## src/rtl/tetris_pkg.sv

```systemverilog
// Shared Tetris definitions: piece geometry, game-state codes and key codes
// used by the hold/swap controller and the other key handlers.
package tetris_pkg;
  localparam int BLOCK_W = 10;
  localparam int BLOCK_N = 2;

  typedef logic [BLOCK_N-1:0][BLOCK_W-1:0] block_t;

  localparam logic [2:0] ST_SPAWN = 3'b010;
  localparam logic [2:0] ST_PLAY  = 3'b100;

  localparam logic [7:0] KEY_HOLD = 8'h06;

  localparam int DEBOUNCE_CYC = 4;
endpackage

```

## src/rtl/hold_swap_ctrl_if.sv

```systemverilog
// Piece handshakes of the hold/swap controller: next-piece fetch (req/ack)
// and spawn offer (valid/ready).
interface hold_swap_ctrl_if;
  import tetris_pkg::*;

  // next_req stays high until a cycle with next_ack; next_block is taken on
  // that cycle. spawn_block is held stable while spawn_valid is high and moves
  // on the cycle where spawn_valid && spawn_ready.
  logic   next_req;
  logic   next_ack;
  block_t next_block;
  logic   spawn_valid;
  logic   spawn_ready;
  block_t spawn_block;

  modport master (
    output next_req, spawn_valid, spawn_block,
    input  next_ack, next_block, spawn_ready
  );

  modport slave (
    input  next_req, spawn_valid, spawn_block,
    output next_ack, next_block, spawn_ready
  );
endinterface

```

## src/rtl/hold_swap_ctrl_key_edge.sv

```systemverilog
// key_edge_detect: one-cycle trig on the press of a given key. Optional
// debounce selected by HOLD_DEBOUNCE_EN.
module key_edge_detect #(
    parameter logic [7:0] KEY          = 8'h06,
    parameter int         DEBOUNCE_CYC = 4
) (
    input  logic       clk,
    input  logic       reset,
    input  logic [7:0] keycode,
    output logic       trig
);
    logic hit;
    logic prev_hit;

    assign hit = (keycode == KEY);

`ifdef HOLD_DEBOUNCE_EN
    localparam int CW = $clog2(DEBOUNCE_CYC + 1);
    localparam logic [CW-1:0] CNT_MAX = {CW{1'b1}};

    logic          sample_q;
    logic [CW-1:0] cnt;
    logic          stable;

    // cnt is the run length of sample_q; the debounced level only moves once
    // that run reaches DEBOUNCE_CYC.
    assign stable = (cnt >= CW'(DEBOUNCE_CYC));
    assign trig   = stable && sample_q && !prev_hit;

    always_ff @(posedge clk or negedge reset) begin
        if (!reset) begin
            sample_q <= 1'b0;
            cnt      <= '0;
            prev_hit <= 1'b0;
        end else begin
            sample_q <= hit;
            if (hit != sample_q)
                cnt <= CW'(1);
            else if (cnt != CNT_MAX)
                cnt <= cnt + CW'(1);
            if (stable)
                prev_hit <= sample_q;
        end
    end
`else
    assign trig = hit && !prev_hit;

    always_ff @(posedge clk or negedge reset) begin
        if (!reset)
            prev_hit <= 1'b0;
        else
            prev_hit <= hit;
    end
`endif
endmodule

```

## src/rtl/hold_swap_ctrl.sv

```systemverilog
// Tetris hold/swap sequencer: captures the active piece into the hold slot and
// offers the previously held (or a freshly fetched) piece to spawn.
// Optional key debounce: define HOLD_DEBOUNCE_EN.
module hold_swap_ctrl
    import tetris_pkg::*;
#(
    parameter logic [7:0] HOLD_KEY       = KEY_HOLD,
    parameter int         DEBOUNCE_CYCLES = DEBOUNCE_CYC
) (
    input  logic                 clk,
    input  logic                 reset,
    input  logic [7:0]           keycode,
    input  logic [2:0]           game_state,
    input  block_t               cur_block,
    hold_swap_ctrl_if.master     bus,
    output block_t               hold_block,
    output logic                 hold_empty,
    output logic                 can_swap,
    output logic                 busy,
    output logic [1:0]           state_dbg
);
    typedef enum logic [1:0] {
        S_IDLE    = 2'd0,
        S_CAPTURE = 2'd1,
        S_FETCH   = 2'd2,
        S_OFFER   = 2'd3
    } state_e;

    state_e state_q, state_d;
    block_t hold_d;
    logic   hold_empty_d;
    logic   can_swap_d;
    block_t spawn_q, spawn_d;
    logic   trig;

    key_edge_detect #(
        .KEY          (HOLD_KEY),
        .DEBOUNCE_CYC (DEBOUNCE_CYCLES)
    ) u_key (
        .clk     (clk),
        .reset   (reset),
        .keycode (keycode),
        .trig    (trig)
    );

    // Handshake outputs decode straight from the state register so the
    // asynchronous reset drops them without waiting for a clock.
    assign bus.next_req    = (state_q == S_FETCH);
    assign bus.spawn_valid = (state_q == S_OFFER);
    assign bus.spawn_block = spawn_q;
    assign busy            = (state_q != S_IDLE);
    assign state_dbg       = state_q;

    always_comb begin
        state_d      = state_q;
        hold_d       = hold_block;
        hold_empty_d = hold_empty;
        can_swap_d   = can_swap;
        spawn_d      = spawn_q;

        if (game_state == ST_SPAWN)
            can_swap_d = 1'b1;

        case (state_q)
            S_IDLE: begin
                if (trig && (game_state == ST_PLAY) && can_swap) begin
                    can_swap_d = 1'b0;
                    state_d    = S_CAPTURE;
                end
            end
            S_CAPTURE: begin
                hold_d = cur_block;
                if (hold_empty) begin
                    hold_empty_d = 1'b0;
                    state_d      = S_FETCH;
                end else begin
                    spawn_d = hold_block;
                    state_d = S_OFFER;
                end
            end
            S_FETCH: begin
                if (bus.next_ack) begin
                    spawn_d = bus.next_block;
                    state_d = S_OFFER;
                end
            end
            S_OFFER: begin
                if (bus.spawn_ready)
                    state_d = S_IDLE;
            end
            default: state_d = S_IDLE;
        endcase
    end

    always_ff @(posedge clk or negedge reset) begin
        if (!reset) begin
            state_q    <= S_IDLE;
            hold_block <= '0;
            hold_empty <= 1'b1;
            can_swap   <= 1'b1;
            spawn_q    <= '0;
        end else begin
            state_q    <= state_d;
            hold_block <= hold_d;
            hold_empty <= hold_empty_d;
            can_swap   <= can_swap_d;
            spawn_q    <= spawn_d;
        end
    end
endmodule
```

## src/flat_wrapper.sv

```systemverilog
// flat-port wrapper written by rule: the top's interface ports become plain ports
module hold_swap_ctrl_flat import tetris_pkg::*;
#(
    parameter logic [7:0] HOLD_KEY       = KEY_HOLD,
    parameter int         DEBOUNCE_CYCLES = DEBOUNCE_CYC
)
  (clk, reset, keycode, game_state, cur_block, hold_block, hold_empty, can_swap, busy, state_dbg, bus_next_req, bus_spawn_valid, bus_spawn_block, bus_next_ack, bus_next_block, bus_spawn_ready);
  hold_swap_ctrl_if bus_i ();
  input  logic clk;
  input  logic reset;
  input  logic [7:0] keycode;
  input  logic [2:0] game_state;
  input  block_t cur_block;
  output block_t hold_block;
  output logic hold_empty;
  output logic can_swap;
  output logic busy;
  output logic [1:0] state_dbg;
  output wire logic [$bits(bus_i.next_req)-1:0] bus_next_req;
  output wire logic [$bits(bus_i.spawn_valid)-1:0] bus_spawn_valid;
  output wire logic [$bits(bus_i.spawn_block)-1:0] bus_spawn_block;
  input wire logic [$bits(bus_i.next_ack)-1:0] bus_next_ack;
  input wire logic [$bits(bus_i.next_block)-1:0] bus_next_block;
  input wire logic [$bits(bus_i.spawn_ready)-1:0] bus_spawn_ready;
  assign bus_next_req = bus_i.next_req;
  assign bus_spawn_valid = bus_i.spawn_valid;
  assign bus_spawn_block = bus_i.spawn_block;
  assign bus_i.next_ack = bus_next_ack;
  assign bus_i.next_block = bus_next_block;
  assign bus_i.spawn_ready = bus_spawn_ready;
  hold_swap_ctrl #(.HOLD_KEY(HOLD_KEY), .DEBOUNCE_CYCLES(DEBOUNCE_CYCLES)) u_core (.clk(clk), .reset(reset), .keycode(keycode), .game_state(game_state), .cur_block(cur_block), .bus(bus_i), .hold_block(hold_block), .hold_empty(hold_empty), .can_swap(can_swap), .busy(busy), .state_dbg(state_dbg));
endmodule
```

## config.mk

```make
export PLATFORM = sky130hd
export DESIGN_NAME = hold_swap_ctrl_flat
export DESIGN_NICKNAME = d
export VERILOG_FILES = /design/src/rtl/tetris_pkg.sv /design/src/rtl/hold_swap_ctrl_if.sv /design/src/rtl/hold_swap_ctrl_key_edge.sv /design/src/rtl/hold_swap_ctrl.sv /design/src/flat_wrapper.sv
export SDC_FILE = /design/constraint.sdc
export NUM_CORES = 1
export LEC_CHECK = 0
export ABC_AREA = 1
export CAP_MARGIN = 20
export CORE_ASPECT_RATIO = 0.9
export CORE_MARGIN = 10
export CORE_UTILIZATION = 41
export CTS_CLUSTER_SIZE = 30
export DETAILED_ROUTE_END_ITERATION = 10
export GPL_TIMING_DRIVEN = 0
export PLACE_DENSITY = 0.8
export SYNTH_ARGS = -nofsm -noshare
export SYNTH_HDL_FRONTEND = slang
export SYNTH_SLANG_ARGS = --single-unit
```

## constraint.sdc

```tcl
create_clock -name clk -period 1.7 [get_ports clk]
set_input_delay 0.425 -clock clk [delete_from_list [all_inputs] [get_ports clk]]
set_output_delay 0.425 -clock clk [all_outputs]
set_load 0.02 [all_outputs]
```

# == Yosys cells after proc, flatten, opt, wreduce, memory -nomap -nowiden ==
# Index checks and enable logic that the tools add are counted.
# classes
reduce_logical,9
n_bitwise,0
div,0
add_sub_neg,0
n_shift,0
n_eq_ne,10
order_cmp,0
muxes,11
n_mul,0
# ops
cell,count
20-bit 2-to-1 mux,2
20-bit one-hot mux with 2 select lines,1
8-bit by 3-bit equality test with 1-bit output (second input constant),1
2-bit one-hot mux with 4 select lines,1
2-bit 2-to-1 mux,3
2-bit by 1-bit inequality test with 1-bit output (second input constant),3
3-bit AND reduction,2
2-bit equality test (second input constant),2
1-bit 2-to-1 mux,4
2-bit nonzero test,2
3-bit by 2-bit equality test with 1-bit output (second input constant),1
3-bit equality test (second input constant),1
1-bit logical AND,3
2-bit by 1-bit equality test with 1-bit output (second input constant),1
2-bit zero test,1
2-bit inequality test (second input constant),1
1-bit zero test,1
# word_totals
regBits,45
memories,0
output_inout_bits,47
latch_bits,0
romBits,0
ram_bits,0
word_cells,38

# == Depth between registers and ports, before layout ==
# logic_depth
depth_word,6
ltp_mapped,9

# == Hierarchy ==
# A second synthesis with hierarchy kept.
# unflattened
hier_cells,252
hier_area_um2,2123.3
# by_module_without_submodules
mod,seq_area_each_um2,n_inst,cells_each,area_per_inst_um2
hold_swap_ctrl,1103.6,1,236,2039.5
key_edge_detect,25.0,1,16,83.8

# == Worst setup path after synthesis ==
# Ideal clock, no wire load.
# synth_path
kind,register -> register
from,reg u_core.state_q[0] (netlist: u_core.state_dbg[0])
to,"reg u_core.spawn_q, in the netlist u_core.bus.spawn_block[0]"
required_time_ns,1.577
stages_incl_launch_ff,9
path_slack_ns,-0.070
t_arrival_ns,1.647
cell_sequence,dfrtp_1 inv_1 ha_1 buf_2 inv_2 o21ai_2 o21a_4 buf_4 a21oi_2
# synth_via
elab_chain_len,3
elab_cells_between_ends,7
# synth_rtl
element,line_no,source
start: declaration,hold_swap_ctrl.sv:29,"state_e state_q, state_d;"
start signal: assignment,hold_swap_ctrl.sv:103,state_q <= state_d;
2-bit equality test (*),--,
net bus_next_req,flat_wrapper.sv:19,output wire logic [$bits(bus_i.next_req)-1:0] bus_next_req;
2-bit by 1-bit inequality test with 1-bit output (no source line) or 2-bit nonzero test (tied branches),--,
3-bit AND reduction (no source line),--,
end signal: assignment,hold_swap_ctrl.sv:107,spawn_q <= spawn_d;
end: declaration,hold_swap_ctrl.sv:33,"block_t spawn_q, spawn_d;"
# Mark *: on every way through the listed nets, which the timed path passes. The rest lies on a longest branch.
# A chain may end at the register's enable or synchronous reset.

# == Worst setup path after layout ==
# layout_path
from,reg u_core.state_q[1] (netlist: u_core.state_dbg[1])
to,"reg u_core.spawn_q, in the netlist u_core.bus.spawn_block[3]"
# layout_via
elab_chain_len,3
elab_cells_between_ends,7
# layout_rtl
element,line_no,source
2-bit by 1-bit equality test with 1-bit output or 2-bit equality test (tied branches),hold_swap_ctrl.sv:64,case (state_q)
2-bit inequality test (no source line) (tied with other cells),--,
3-bit AND reduction (no source line),--,
# Several ways; a longest one is shown, not always the timed one.

==> metrics.md <==
| Metric | Value |
|---|---|
| Status | complete, no violations |
| Detailed Route WL | 7060 um |
| Port bufs | 101 |
| Synth top area share | 49.5% |
| Filler instances | 449 |
| Switch Pwr | 3290 uW |
| DRC Markers | 0 |
| DR vias | 2058 |
| Post-route clock period utilization | 98.4% |
| Syn Nets | 303 |
| Layout cells sized above 1 | 19.4% |
| CTS tree | yes |
| GRT overflow | 0 |
| Pleak | 0.00178 uW |
| Fmax | 598 MHz |
| Crit path launch type | flip-flop |
| CP required | 1.89 ns |
| Clock latency on the worst-skew pair | 0.29 ns |
| Sw Ratio | 44.6% |
| Setup Viol. Count Final | 0 |
| Reg2reg path depth | 9 |
| Mean Syn Cell Area | 8.94 sq um |
| Sequential area share after synthesis | 51.9% |
| Int Pwr | 4080 uW |
| Finished Core Util | 69.2% |
| Num ports | 102 |
| Hpwl dp | 5250 um |
| DRT Pass-1 Iters | 4 |
| Vias in the first global route | 2045 |
| Sequential Power Share | 25.9% |
| Area contributors post-synth | dfrtp_1 (50%), nand2_1 (9.2%), a21oi_2 (8.1%) |
| Initial antenna violation count | 0 |
| RePlAce Congestion | 0.783 |
| Num CTS Buffers | 5 |
| Maximum VDD drop | 1.15 mV |
| Fin. max-slew vios | 0 |
| Area delta synth->final | 65.4% |
| Dominant synthesized flop cell | dfrtp_1 |
| Root buf cell | clkbuf_8 |
| H-Tree Depth | 2 |
| Worst rel slew slack | 66.8% |
| Mapped Cells | 243 |
| Worst reg-to-reg setup slack | 0.03 ns |
| Dpl cells | 412 |
| ANT nets after route | 0 |
| Post-synth EDFFs | 0 |
| FP Rows | 25 |
| Die Wd | 96.7 um |
| Clock network fraction of total power | 9.7% |
| Top cells by count, synth | nand2_1 (53), dfrtp_1 (43), inv_1 (29) |
| Comb power frac | 64.4% |
| Clk slew on worst S/H paths | 0.08 ns |
| Crit path kind | flip-flop to flip-flop |
| Fin Setup TNS | 0 ns |
| Post-synth cell types | 20 |
| CP Capture Type | flip-flop |
| Post-CTS Hold Fix Bufs | 0 |
| Pin slew with the least headroom to its limit | 0.498 ns |
| Final Non-Filler Cells | 427 |
| FF+latch count, synth | 45 |
| Cell area power density | 2050 nW/um^2 |
| Die height | 89.1 um |
| Crit path DAT | 1.86 ns |
| Final net count | 419 |
| Clock Skews | 0.00767 ns |
| Min Clock Period, post-route | 1.67 ns |
| Syn. warnings | 0 |
| Core outline area | 5190 sq um |
| Initial core utilization | 41.9% |
| Worst-path fanout max | 6 |
| N_diodes | 0 |
| Wire per inst | 16.5 um |
| Final Cell Area | 3590 sq um |
| Max clock buf depth | 2 |
| Hold Path Class | primary input to asynchronous set/reset pin |
| Worst r2r src | u_core.state_dbg[1] |
| Fin. Hold Viols | 0 |
| Starting DRT DRC Count | 44 |
| Routed vias/inst | 4.82 |
| # clock sinks | 45 |
| FFs w/ async S/R, synth | 100% |
| Syn Std Cell Area | 2170 sq um |
| First-pass GRT wire length | 10700 um |
| Die area | 8620 sq um |
| Yosys top cell by area | dfrtp_1 |
| Design Power | 7370 uW |
| RSZ-0062 raised after global routing | true |
| Max-cap violations | 0 |
| GRT Util Overall | 15.2% |
| Dpl cell area | 3290 sq um |
| Most frequent cell after synthesis | nand2_1 |
| Largest net degree at the start of global routing | 27 |
| Reg2reg end | u_core.bus.spawn_block[3] |
final cells by class:
class	count	area [sq um]	share of cell area (%)
flip-flops and latches	45	1130	31.5
inverters	30	115	3.20
multi-input cells	154	902	25.1
repair buffers	109	1150	31.9
plain buffers	14	114	3.17
well taps	67	83.8	2.33
clock buffers	7	96.3	2.68
clock inverters	1	5.00	0.139
flip-flops by register name (all words and copies together) (netlist names):
register                cells
u_core.u_key.prev_hit       1
u_core.hold_block          20
u_core.hold_empty           1
u_core.state_dbg            2
u_core.bus.spawn_block     20
u_core.can_swap             1
layer usage:
metal / share of wire (%) / wire (um) / GRT usage [%] / up-vias
met5: 0 / 0 / 0 / -
met4: 0.95 / 67 / 3.21 / 0
met3: 4.5 / 316 / 4.71 / 4
met2: 54 / 3840 / 28.1 / 56
met1: 40 / 2830 / 16.9 / 997
li1: - / - / - / 1001
layout by cell type (no fill, tap or decap):
cell	synthesis	final
nand2_1	53	52
clkbuf_16	0	2
buf_12	0	1
buf_2	4	4
clkinv_2	0	1
clkbuf_1	6	4
ha_1	5	2
o21a_4	1	1
clkbuf_8	0	7
ha_2	0	2
o21ai_0	21	21
ha_4	0	1
clkbuf_2	0	3
nor2_2	0	7
inv_2	1	2
buf_6	2	4
nand3_1	2	2
dfrtp_2	0	2
inv_4	0	1
nand2_4	0	1
dlygate4sd2_1	0	18
a21oi_1	1	1
o22ai_1	2	2
buf_4	2	5
o21ai_4	0	1
inv_1	29	27
dlymetal6s2s_1	0	26
a21oi_2	20	20
nor2_1	27	20
o21a_1	20	20
dfrtp_1	43	41
nor3b_1	1	1
dfstp_2	2	2
clkdlybuf4s50_1	0	53
buf_8	0	3
worst max-delay path: stages, from the launching register on:
cell and delay (ns):
dfrtp_2 0.46, buf_4 0.16, ha_4 0.16, buf_6 0.12
inv_2 0.09, o21ai_4 0.07, o21a_4 0.17, clkbuf_16 0.17
nor2_1 0.13, a21oi_2 0.04
power by group through the flow:
stage	sequential, uW	combinational, uW	clock, uW
after floorplan	2510	2040	0
after global placement	1880	4340	0
after detailed placement	1920	4440	0
after CTS	1890	4320	731
after global routing	1980	5130	784
final	1910	4750	714
worst max-delay path by stage:
stage / slack [ns] / to / startpoint
floorplan: 0.03 / u_core.bus.spawn_block[0] / u_core.state_dbg[0]
global placement: -1.06 / u_core.u_key.prev_hit / reset
detailed placement: -0.17 / busy / u_core.state_dbg[1]
CTS: 0.0005 / bus_spawn_block[9] / u_core.bus.spawn_block[9]
global route: -0.03 / u_core.bus.spawn_block[3] / u_core.state_dbg[1]
finish: 0.03 / u_core.bus.spawn_block[3] / u_core.state_dbg[1]
per-stage QoR:
stage	hold WS, ns	setup slack, ns
after global routing	0.111	-0.0304
after floorplan	0.129	0.0252
after CTS	0.0910	0.000534
after detailed placement	0.419	-0.167
final	0.0911	0.0268
after global placement	0.454	-1.06
repair_timing:
item,CTS,global route
pin swaps,0,1
cloned,0,2
endpoints found under the hold margin,0,0
gates resized for setup,29,59
setup endpoints to repair,22,51
buffers inserted,1,4
cells by family (layout without fill, tap and decap cells):
group           count (synthesis)  count (layout)  synth area share, %
fa+ha+maj                       5               5                 2.88
flops                          45              45                 51.9
simple gates                   83              83                 14.6
buf+inv                        44             161                 8.87
compound gates                 66              66                 21.7
Note: power is estimated with default switching activity, not from simulation.
